File: src/rtl/digit_uart_tx.sv
// digit_uart_tx: buffers decimal digits from a binary-to-decimal converter and
// sends them as ASCII over an 8N1 UART line. The first digit of a run is followed
// by '.', and each run ends with CR LF once conv_done has been seen.
module digit_uart_tx #(
  parameter int CLKS_PER_BIT = 868,
  parameter int FIFO_DEPTH   = 16
) (
  input  logic       clk,
  input  logic       rst,
  input  logic [3:0] digit,
  input  logic       digit_valid,
  input  logic       conv_done,
  output logic       tx,
  output logic       busy,
  output logic       all_sent,
  output logic       overflow
);

  localparam int PTR_W = $clog2(FIFO_DEPTH);
  localparam int CNT_W = PTR_W + 1;
  localparam int CLK_W = $clog2(CLKS_PER_BIT);

  // Run progress: no character yet, first digit sent, separator sent
  localparam logic [1:0] RUN_NONE = 2'd0;
  localparam logic [1:0] RUN_ONE  = 2'd1;
  localparam logic [1:0] RUN_DOT  = 2'd2;

  // Terminator progress: nothing sent, CR sent, LF sent
  localparam logic [1:0] TERM_NONE = 2'd0;
  localparam logic [1:0] TERM_CR   = 2'd1;
  localparam logic [1:0] TERM_LF   = 2'd2;

  typedef enum logic [2:0] {
    S_IDLE,
    S_LOAD,
    S_START,
    S_DATA,
    S_STOP
  } state_t;

  state_t state, state_next;

  logic [3:0]       mem [FIFO_DEPTH];
  logic [PTR_W-1:0] wr_ptr, rd_ptr;
  logic [CNT_W-1:0] count;
  logic             empty, full, push, pop, drop;

  logic [CLK_W-1:0] clk_cnt;
  logic [2:0]       bit_idx;
  logic [7:0]       shreg;
  logic             bit_end, start_end;

  logic [1:0]       run_state, run_next;
  logic [1:0]       term_idx, term_next;
  logic [7:0]       load_char;
  logic             done, has_work, finish;

  function automatic logic [7:0] map_char(input logic [3:0] d);
    logic [7:0] c;
    if (d <= 4'd9) c = 8'h30 + {4'd0, d};
    else           c = 8'h3F;
    return c;
  endfunction

  assign empty = (count == '0);
  assign full  = (count == CNT_W'(FIFO_DEPTH));
  // A digit arriving while a terminator is pending belongs to no run: drop it
  assign push  = digit_valid && !done && !full;
  assign drop  = digit_valid && (done || full);
  // The separator occupies a frame without consuming a buffered digit
  assign pop   = (state == S_LOAD) && !empty && (run_state != RUN_ONE);

  // The LOAD cycle is the first cycle of the start bit, so START runs one short
  assign bit_end   = (clk_cnt == CLK_W'(CLKS_PER_BIT - 1));
  assign start_end = (clk_cnt == CLK_W'(CLKS_PER_BIT - 2));

  assign has_work = !empty || (done && (term_idx != TERM_LF));
  assign finish   = (state == S_STOP) && bit_end && (term_idx == TERM_LF);

  // Digit buffer storage; contents are meaningless while the count is zero
  always_ff @(posedge clk) begin
    if (push) mem[wr_ptr] <= digit;
  end

  // Buffer pointers and occupancy
  always_ff @(posedge clk or posedge rst) begin
    if (rst) begin
      wr_ptr <= '0;
      rd_ptr <= '0;
      count  <= '0;
    end else begin
      if (push) wr_ptr <= wr_ptr + PTR_W'(1);
      if (pop)  rd_ptr <= rd_ptr + PTR_W'(1);
      case ({push, pop})
        2'b10:   count <= count + CNT_W'(1);
        2'b01:   count <= count - CNT_W'(1);
        default: count <= count;
      endcase
    end
  end

  // Choose the character for the frame being loaded
  always_comb begin
    load_char = 8'h0D;
    run_next  = run_state;
    term_next = term_idx;
    if (!empty) begin
      if (run_state == RUN_ONE) begin
        load_char = 8'h2E;
        run_next  = RUN_DOT;
      end else begin
        load_char = map_char(mem[rd_ptr]);
        if (run_state == RUN_NONE) run_next = RUN_ONE;
      end
    end else if (term_idx == TERM_NONE) begin
      load_char = 8'h0D;
      term_next = TERM_CR;
    end else begin
      load_char = 8'h0A;
      term_next = TERM_LF;
    end
  end

  // Character being shifted out
  always_ff @(posedge clk) begin
    if (state == S_LOAD) shreg <= load_char;
  end

  // Run, terminator and status flags
  always_ff @(posedge clk or posedge rst) begin
    if (rst) begin
      run_state <= RUN_NONE;
      term_idx  <= TERM_NONE;
      done      <= 1'b0;
      all_sent  <= 1'b0;
      overflow  <= 1'b0;
    end else begin
      all_sent <= finish;
      if (drop) overflow <= 1'b1;
      if (finish) begin
        done      <= 1'b0;
        run_state <= RUN_NONE;
        term_idx  <= TERM_NONE;
      end else begin
        if (conv_done) done <= 1'b1;
        if (state == S_LOAD) begin
          run_state <= run_next;
          term_idx  <= term_next;
        end
      end
    end
  end

  // Bit timing: cycle counter within a bit and data bit index
  always_ff @(posedge clk or posedge rst) begin
    if (rst) begin
      clk_cnt <= '0;
      bit_idx <= '0;
    end else begin
      case (state)
        S_LOAD: begin
          clk_cnt <= '0;
          bit_idx <= '0;
        end
        S_START: clk_cnt <= start_end ? '0 : clk_cnt + CLK_W'(1);
        S_DATA: begin
          if (bit_end) begin
            clk_cnt <= '0;
            bit_idx <= bit_idx + 3'd1;
          end else begin
            clk_cnt <= clk_cnt + CLK_W'(1);
          end
        end
        S_STOP:  clk_cnt <= bit_end ? '0 : clk_cnt + CLK_W'(1);
        default: clk_cnt <= '0;
      endcase
    end
  end

  // FSM state register
  always_ff @(posedge clk or posedge rst) begin
    if (rst) state <= S_IDLE;
    else     state <= state_next;
  end

  // FSM next-state logic
  always_comb begin
    state_next = state;
    case (state)
      S_IDLE:  if (has_work) state_next = S_LOAD;
      S_LOAD:  state_next = S_START;
      S_START: if (start_end) state_next = S_DATA;
      S_DATA:  if (bit_end && (bit_idx == 3'd7)) state_next = S_STOP;
      S_STOP:  if (bit_end) state_next = (has_work && !finish) ? S_LOAD : S_IDLE;
      default: state_next = S_IDLE;
    endcase
  end

  // FSM outputs: line level and activity flag
  always_comb begin
    tx = 1'b1;
    case (state)
      S_LOAD:  tx = 1'b0;
      S_START: tx = 1'b0;
      S_DATA:  tx = shreg[bit_idx];
      default: tx = 1'b1;
    endcase
    busy = !empty || (state != S_IDLE) || done;
  end

endmodule

File: config.mk
export PLATFORM = sky130hd
export DESIGN_NAME = digit_uart_tx
export DESIGN_NICKNAME = d
export VERILOG_FILES = /design/src/rtl/digit_uart_tx.sv
export SDC_FILE = /design/constraint.sdc
export NUM_CORES = 1
export LEC_CHECK = 0
export BUFFER_PORTS_ARGS = -buffer_cell sky130_fd_sc_hd__buf_2
export CORE_MARGIN = 2
export CORE_UTILIZATION = 57
export DETAILED_ROUTE_END_ITERATION = 16
export HOLD_SLACK_MARGIN = 0.1
export MAX_ROUTING_LAYER = met4
export PLACE_DENSITY_LB_ADDON = 0.08
export SLEW_MARGIN = 20
export SYNTH_ARGS = -nofsm -noshare
export SYNTH_HDL_FRONTEND = slang
export SYNTH_SLANG_ARGS = --single-unit
File: constraint.sdc
create_clock -name clk -period 4.1 [get_ports clk]
set_input_delay 0.82 -clock clk [delete_from_list [all_inputs] [get_ports clk]]
set_output_delay 0.82 -clock clk [all_outputs]
set_load 0.005 [all_outputs]
==> results of run 1 <==
-- cell usage in the layout, fill, tap and decap left out, types with 3 or more instances in the layout --
cell	n
edfxtp_1	70
nor2_1	43
dfrtp_1	36
nand2_1	20
mux4_2	17
xnor2_1	14
nand3_1	13
ha_1	13
buf_2	11
inv_1	9
o21ai_0	9
clkbuf_8	9
nand2b_1	7
a21oi_1	7
xor2_1	7
nor3_1	6
mux2i_1	6
a22oi_1	6
inv_6	3
a31oi_1	3
nor4_1	3
nor2b_1	3
nand4_1	3
buf_4	3
-- synth_stat cells, types with 3 or more instances --
library cell and n:
nor3_1 6, edfxtp_1 70, nand2_1 20, mux2i_1 6, nor2b_1 3, a21oi_1 7, xnor2_1 14, ha_1 13
a22oi_1 6, inv_1 9, xor2_1 7, clkbuf_1 10, nor4_1 3, mux4_2 17, nand3_1 13, nor2_1 43
nand2b_1 7, o21ai_0 9, dfrtp_1 36, buf_2 3, buf_1 3, nand4_1 3, a31oi_1 3
-- routing by layer --
layer  GRT usage, %  wire [microns]  vias to the layer above  share of wire [%]
met5              -               0                        -                  0
li1               -               -                     1279                  -
met3           4.54             310                       12                3.7
met2           36.2            4270                       44                 51
met1           25.1            3650                     1317                 44
met4           6.79             121                        0                1.4
-- path summary, 6_finish.rpt --
check                            from  cells after the start  slack (ns)         end
max                          count[1]                     14        0.67    count[4]
min                        clk_cnt[0]                      1        0.51  clk_cnt[0]
max reg2reg                  count[1]                     14        0.67    count[4]
min reg2reg                clk_cnt[0]                      1        0.51  clk_cnt[0]
max in group asynchronous         rst                      3        3.23    count[3]
min in group asynchronous         rst                      3        0.54  clk_cnt[3]
-- stage by stage --
step                hold WS (ns)  utilization (%)
floorplan                  0.468                -
global placement           0.494             60.2
detailed placement         0.497             60.2
CTS                        0.517             62.3
global route               0.525             62.3
finish                     0.512             62.3
-- power groups by stage --
stage	Sequential [mW]	Clock [mW]	Combinational, mW
finish	1.38	0.594	0.561
global placement	1.40	0	0.552
floorplan	1.32	0	0.521
CTS	1.38	0.609	0.569
global route	1.40	0.647	0.619
detailed placement	1.40	0	0.566
-- registers in the layout (all words and copies together), names as in the netlist --
name,flops
term_idx,2
state,3
rd_ptr,4
all_sent,1
done,1
overflow,1
shreg,6
bit_idx,3
wr_ptr,4
run_state,2
mem,64
clk_cnt,10
count,5
-- cell type report --
type | instances | area share, %
Clock buffer | 10 | 2.50
Clock inverter | 6 | 0.958
Inverter | 11 | 0.958
Multi-Input combinational cell | 212 | 32.5
Sequential cell | 106 | 58.9
Tap cell | 105 | 2.58
Timing Repair Buffer | 14 | 1.52
-- kinds of logic after synthesis --
kind of cell,Yosys count
flip-flops,106
multiplexers,26
AO/OA/AOI/OAI,41
AND/OR/NAND/NOR,111
XOR/XNOR,21
adder cells (fa/ha/maj),13
buffers and inverters,29
==> impl_metrics.tcl, run 1 <==
set metrics [dict create \
    outcome "completed" \
    post_cts_buffers 0 \
    ys_seq_area_share_pct 62.6 \
    antennaDiodeCount 0 \
    wl_per_cell_microns 18.0 \
    area_growth_pct 6.24 \
    syn_area_per_cell_sq_um 13.8 \
    yosysWarnings 0 \
    crit_fanout 10 \
    yosysUniqueCellTypes 52 \
    dp_slack_ns 0.663 \
    antenna_found_initial 0 \
    register_area_sq_um 3000 \
    grt-ovfl-total 0 \
    rsz0062_at_grt "no" \
    place_congestion 0.788 \
    synth_fa_ha_area_share_pct 3.39 \
    yosysTopAreaCell "edfxtp_1" \
    max_slew_margin_pct 46.2 \
    cpLargestDelayFamily "simple AND/OR/NAND/NOR gates" \
    syn_inst 347 \
    hold_buffers 0 \
    drt_iter0_markers 99 \
    ant_nets 0 \
    cpMostUsedCell "ha_1" \
    ys.flop_type "edfxtp_1" \
    synth_simple_gate_area_share_pct 11.6 \
    fin_tns_setup_ns 0 \
    critPathMaxStageDelay_ns 0.59 \
    mappedNetlistArea_sq_um 4800 \
    crit_buf_inv 2 \
    dpl.cell_count 448 \
    grt_pass1_vias 2723 \
    cts_resized 0 \
    io_pins 12 \
    crit_arrival_ns 3.73 \
    cts.path.max_buffers 2 \
    clkSlewWorstSetupHoldPaths_ns 0.10 \
    synth_top_area_share_pct 43.8 \
    p_seq_share_pct 54.4 \
    place_hpwl_microns 5730 \
    worstHoldPathType "reg2reg" \
    synth_compound_area_share_pct 5.71 \
    synthMuxAreaShare_pct 10.0 \
    ys_ff_latch 106 \
    critPathCaptureType "flop" \
    vias 2652 \
    total_power_mw 2.53 \
    route.detailed.drc 0 \
    insertion_delay_ns 0.37 \
    die_w_microns 95.7 \
    postSynth.asyncResetShare_pct 34.0 \
    cp_cell_sequence "or4_4, nor2_8, inv_6, nand2_8, inv_4, and2_1, ha_1, xor2_1, ha_1, o21a_1, o22a_1, a21oi_1, mux2i_1, xnor2_1" \
    grt_max_degree 37 \
    power_switching_share_pct 31.0 \
    cts.sinks 106 \
    p_int_mw 1.75 \
    rows 33 \
    cp_slowest_cell "or4_4" \
    min_period_over_period_pct 83.7 \
    maxCapViolCount 0 \
    first_pass_iters 4 \
    cp.required_ns 4.39 \
    peakVddDrop_v 0.000262 \
    stdcell_count 464 \
    worst_pin_slew_ns 0.807 \
    fin_skew_ns 0.0140 \
    p_switching_uw 785 \
    synth_edf_count 70 \
    comb_power_share_pct 22.2 \
    final_area_sq_um 5090 \
    period_minus_slack_ns 3.43 \
    multi_input_comb_area_sq_um 1660 \
    vias_per_cell 5.72 \
    cts_max_level 3 \
    cts_tree "yes" \
    die_h_microns 95.7 \
    hold_viol 0 \
    placed_cell_area_sq_um 4920 \
    start_kind "flop" \
    leakage_nw 1.88 \
    maxSlewViolCount 0 \
    synth_area_leaders "edfxtp_1 44%, dfrtp_1 19%, mux4_2 8.0%" \
    clock-root-buffer "clkbuf_8" \
    nets 375 \
    max_freq_mhz 292 \
    cts_buffers 9 \
    grt_usage_pct 21.1 \
    synth_xor_area_share_pct 3.84 \
    setup-violations-final 0 \
    initial_core_util_pct 58.7 \
    die_area_sq_um 9160 \
    clkPwrFrac_pct 23.5 \
    synth_top_family_by_area "simple AND/OR/NAND/NOR gates" \
    setup_slack_ns 0.669 \
    grt_pass1_wl_microns 13700 \
    totalWireLength_microns 8350 \
    fp.coreArea_sq_um 8180 \
    path_class "reg2reg" \
    port_buffers 11 \
    nFillCells 657 \
    drive_gt1_share_pct 16.4 \
    power_density_nw_per_um2 497 \
    syn_nets 368 \
]
Note: power is estimated with default switching activity, not from simulation.
==> run 2: changes to the inputs <==
==> constraint.sdc (replaced) <==
create_clock -name clk -period 3.2 [get_ports clk]
set_input_delay 0.64 -clock clk [delete_from_list [all_inputs] [get_ports clk]]
set_output_delay 0.64 -clock clk [all_outputs]
set_load 0.005 [all_outputs]
==> run 2 against run 1 <==
Net effect: register-to-register slack got worse by 0.49 ns; die area unchanged; via count increased by 2.6%; critical path type unchanged; largest power group unchanged; highest routed layer unchanged.
==> impl_metrics.tcl, run 2 (same netlist as run 1, synthesis figures left out) <==
set metrics [dict create \
    dpl.cell_count 454 \
    cpMostUsedCell "ha_1" \
    drive_gt1_share_pct 18.8 \
    path_class "reg2reg" \
    route.detailed.drc 0 \
    worst_pin_slew_ns 0.779 \
    ant_nets 0 \
    reg_top3 "mem: 64 flops, clk_cnt: 10 flops, shreg: 6 flops" \
    grt-ovfl-total 0 \
    cts_tree "yes" \
    crit_buf_inv 2 \
    peakVddDrop_v 0.000334 \
    drt_iter0_markers 72 \
    register_area_sq_um 3000 \
    grtUsageMet2_pct 33.3 \
    total_power_mw 3.32 \
    die_w_microns 95.7 \
    met3_usage_pct 4.93 \
    rows 33 \
    grt_pass1_vias 2664 \
    crit_fanout 6 \
    cpLargestDelayFamily "simple AND/OR/NAND/NOR gates" \
    outcome "completed" \
    area_growth_pct 7.83 \
    met1_usage_pct 25.7 \
    period_minus_slack_ns 3.02 \
    place_hpwl_microns 5860 \
    power_density_nw_per_um2 642 \
    max_slew_margin_pct 48.1 \
    place_congestion 0.778 \
    worstHoldPathType "in2async" \
    reg2regPathDepth 14 \
    cp_slowest_cell "or4_4" \
    cts_max_level 3 \
    first_pass_iters 4 \
    vias 2722 \
    insertion_delay_ns 0.37 \
    cp_cell_sequence "or4_4, nor2_8, inv_6, nand2_8, inv_4, and2_1, ha_1, xor2_1, ha_1, o21a_1, o22a_1, a21oi_2, mux2i_1, xnor2_1" \
    critPathMaxStageDelay_ns 0.57 \
    maxCapViolCount 0 \
    fin_skew_ns 0.00812 \
    port_buffers 11 \
    clkSlewWorstSetupHoldPaths_ns 0.10 \
    multi_input_comb_area_sq_um 1660 \
    max_freq_mhz 331 \
    die_area_sq_um 9160 \
    clock-root-buffer "clkbuf_8" \
    crit_cells 14 \
    min_period_over_period_pct 94.4 \
    vias_per_cell 5.77 \
    antennaDiodeCount 0 \
    fin_tns_setup_ns 0 \
    setup-violations-final 0 \
    mostFrequentLayoutCells "70 x edfxtp_1, 43 x nor2_1, 36 x dfrtp_1" \
    nFillCells 624 \
    critPathCaptureType "flop" \
    initial_core_util_pct 58.7 \
    crit_arrival_ns 3.30 \
    hold_viol 0 \
    post_cts_buffers 0 \
    final_common_cell "edfxtp_1" \
    cts_buffers 9 \
    hold_buffers 0 \
    leakage_nw 1.94 \
    rsz0062_at_grt "no" \
    nets 384 \
    fp.coreArea_sq_um 8180 \
    cts_resized 0 \
    largest_reg_flops 64 \
    wl_per_cell_microns 17.5 \
    grt_usage_pct 20.6 \
    die_h_microns 95.7 \
    grt_pass1_wl_microns 13400 \
    antenna_found_initial 0 \
    stdcell_count 472 \
    io_pins 12 \
    top_usage_layer "met2" \
    postLayoutCoreUtil_pct 63.3 \
    totalWireLength_microns 8270 \
    maxSlewViolCount 0 \
    start_kind "flop" \
    regMostFlops "mem" \
    grt_max_degree 37 \
    cts.path.max_buffers 2 \
    cp.required_ns 3.48 \
    cts.sinks 106 \
]
## run 2: area by class of cell
class,instances,share of cell area (%)
multi-input combinational,212,32.1
inverter,11,0.944
sequential,106,58.1
timing repair buffer,23,2.81
tap,105,2.54
clock inverter,6,1.11
clock buffer,9,2.40
## run 2: worst paths after layout
kind                       startpoint          end  slack (ns)
setup / recovery             count[3]     count[4]        0.18
hold / removal                    rst     overflow        0.36
setup reg to reg             count[3]     count[4]        0.18
hold reg to reg              overflow     overflow        0.49
max in group asynchronous         rst  term_idx[0]        2.51
min in group clk            conv_done         done        0.49
## run 2: worst register-to-register path, cell delays in order, from the launching register on
cell	delay, ns
dfrtp_1	0.42
or4_4	0.57
nor2_8	0.17
inv_6	0.06
nand2_8	0.06
inv_4	0.04
and2_1	0.16
ha_1	0.20
xor2_1	0.15
ha_1	0.20
o21a_1	0.17
o22a_1	0.20
a21oi_2	0.15
mux2i_1	0.23
xnor2_1	0.16
## run 2: per-stage QoR
step	hold WS (ns)	worst slack (ns)	cell area, sq um
2_1_floorplan	0.468	0.00779	4800
3_3_place_gp	0.454	0.225	4970
3_5_place_dp	0.465	0.163	4970
4_1_cts	0.365	0.110	5150
5_1_grt	0.408	0.0133	5170
6_report	0.357	0.181	5170
## run 2: per-layer routing
metal,vias up,part of all wire [%]
li1,1304,-
met1,1360,44
met2,43,51
met3,15,2.9
met4,0,2.2
met5,-,0
## run 2: power by group
| part | internal, mW | total, mW | switching, mW |
|---|---|---|---|
| sequential | 1.58 | 1.72 | 0.142 |
| combinational | 0.411 | 0.824 | 0.413 |
| clock | 0.298 | 0.775 | 0.477 |
| total | 2.29 | 3.32 | 1.03 |
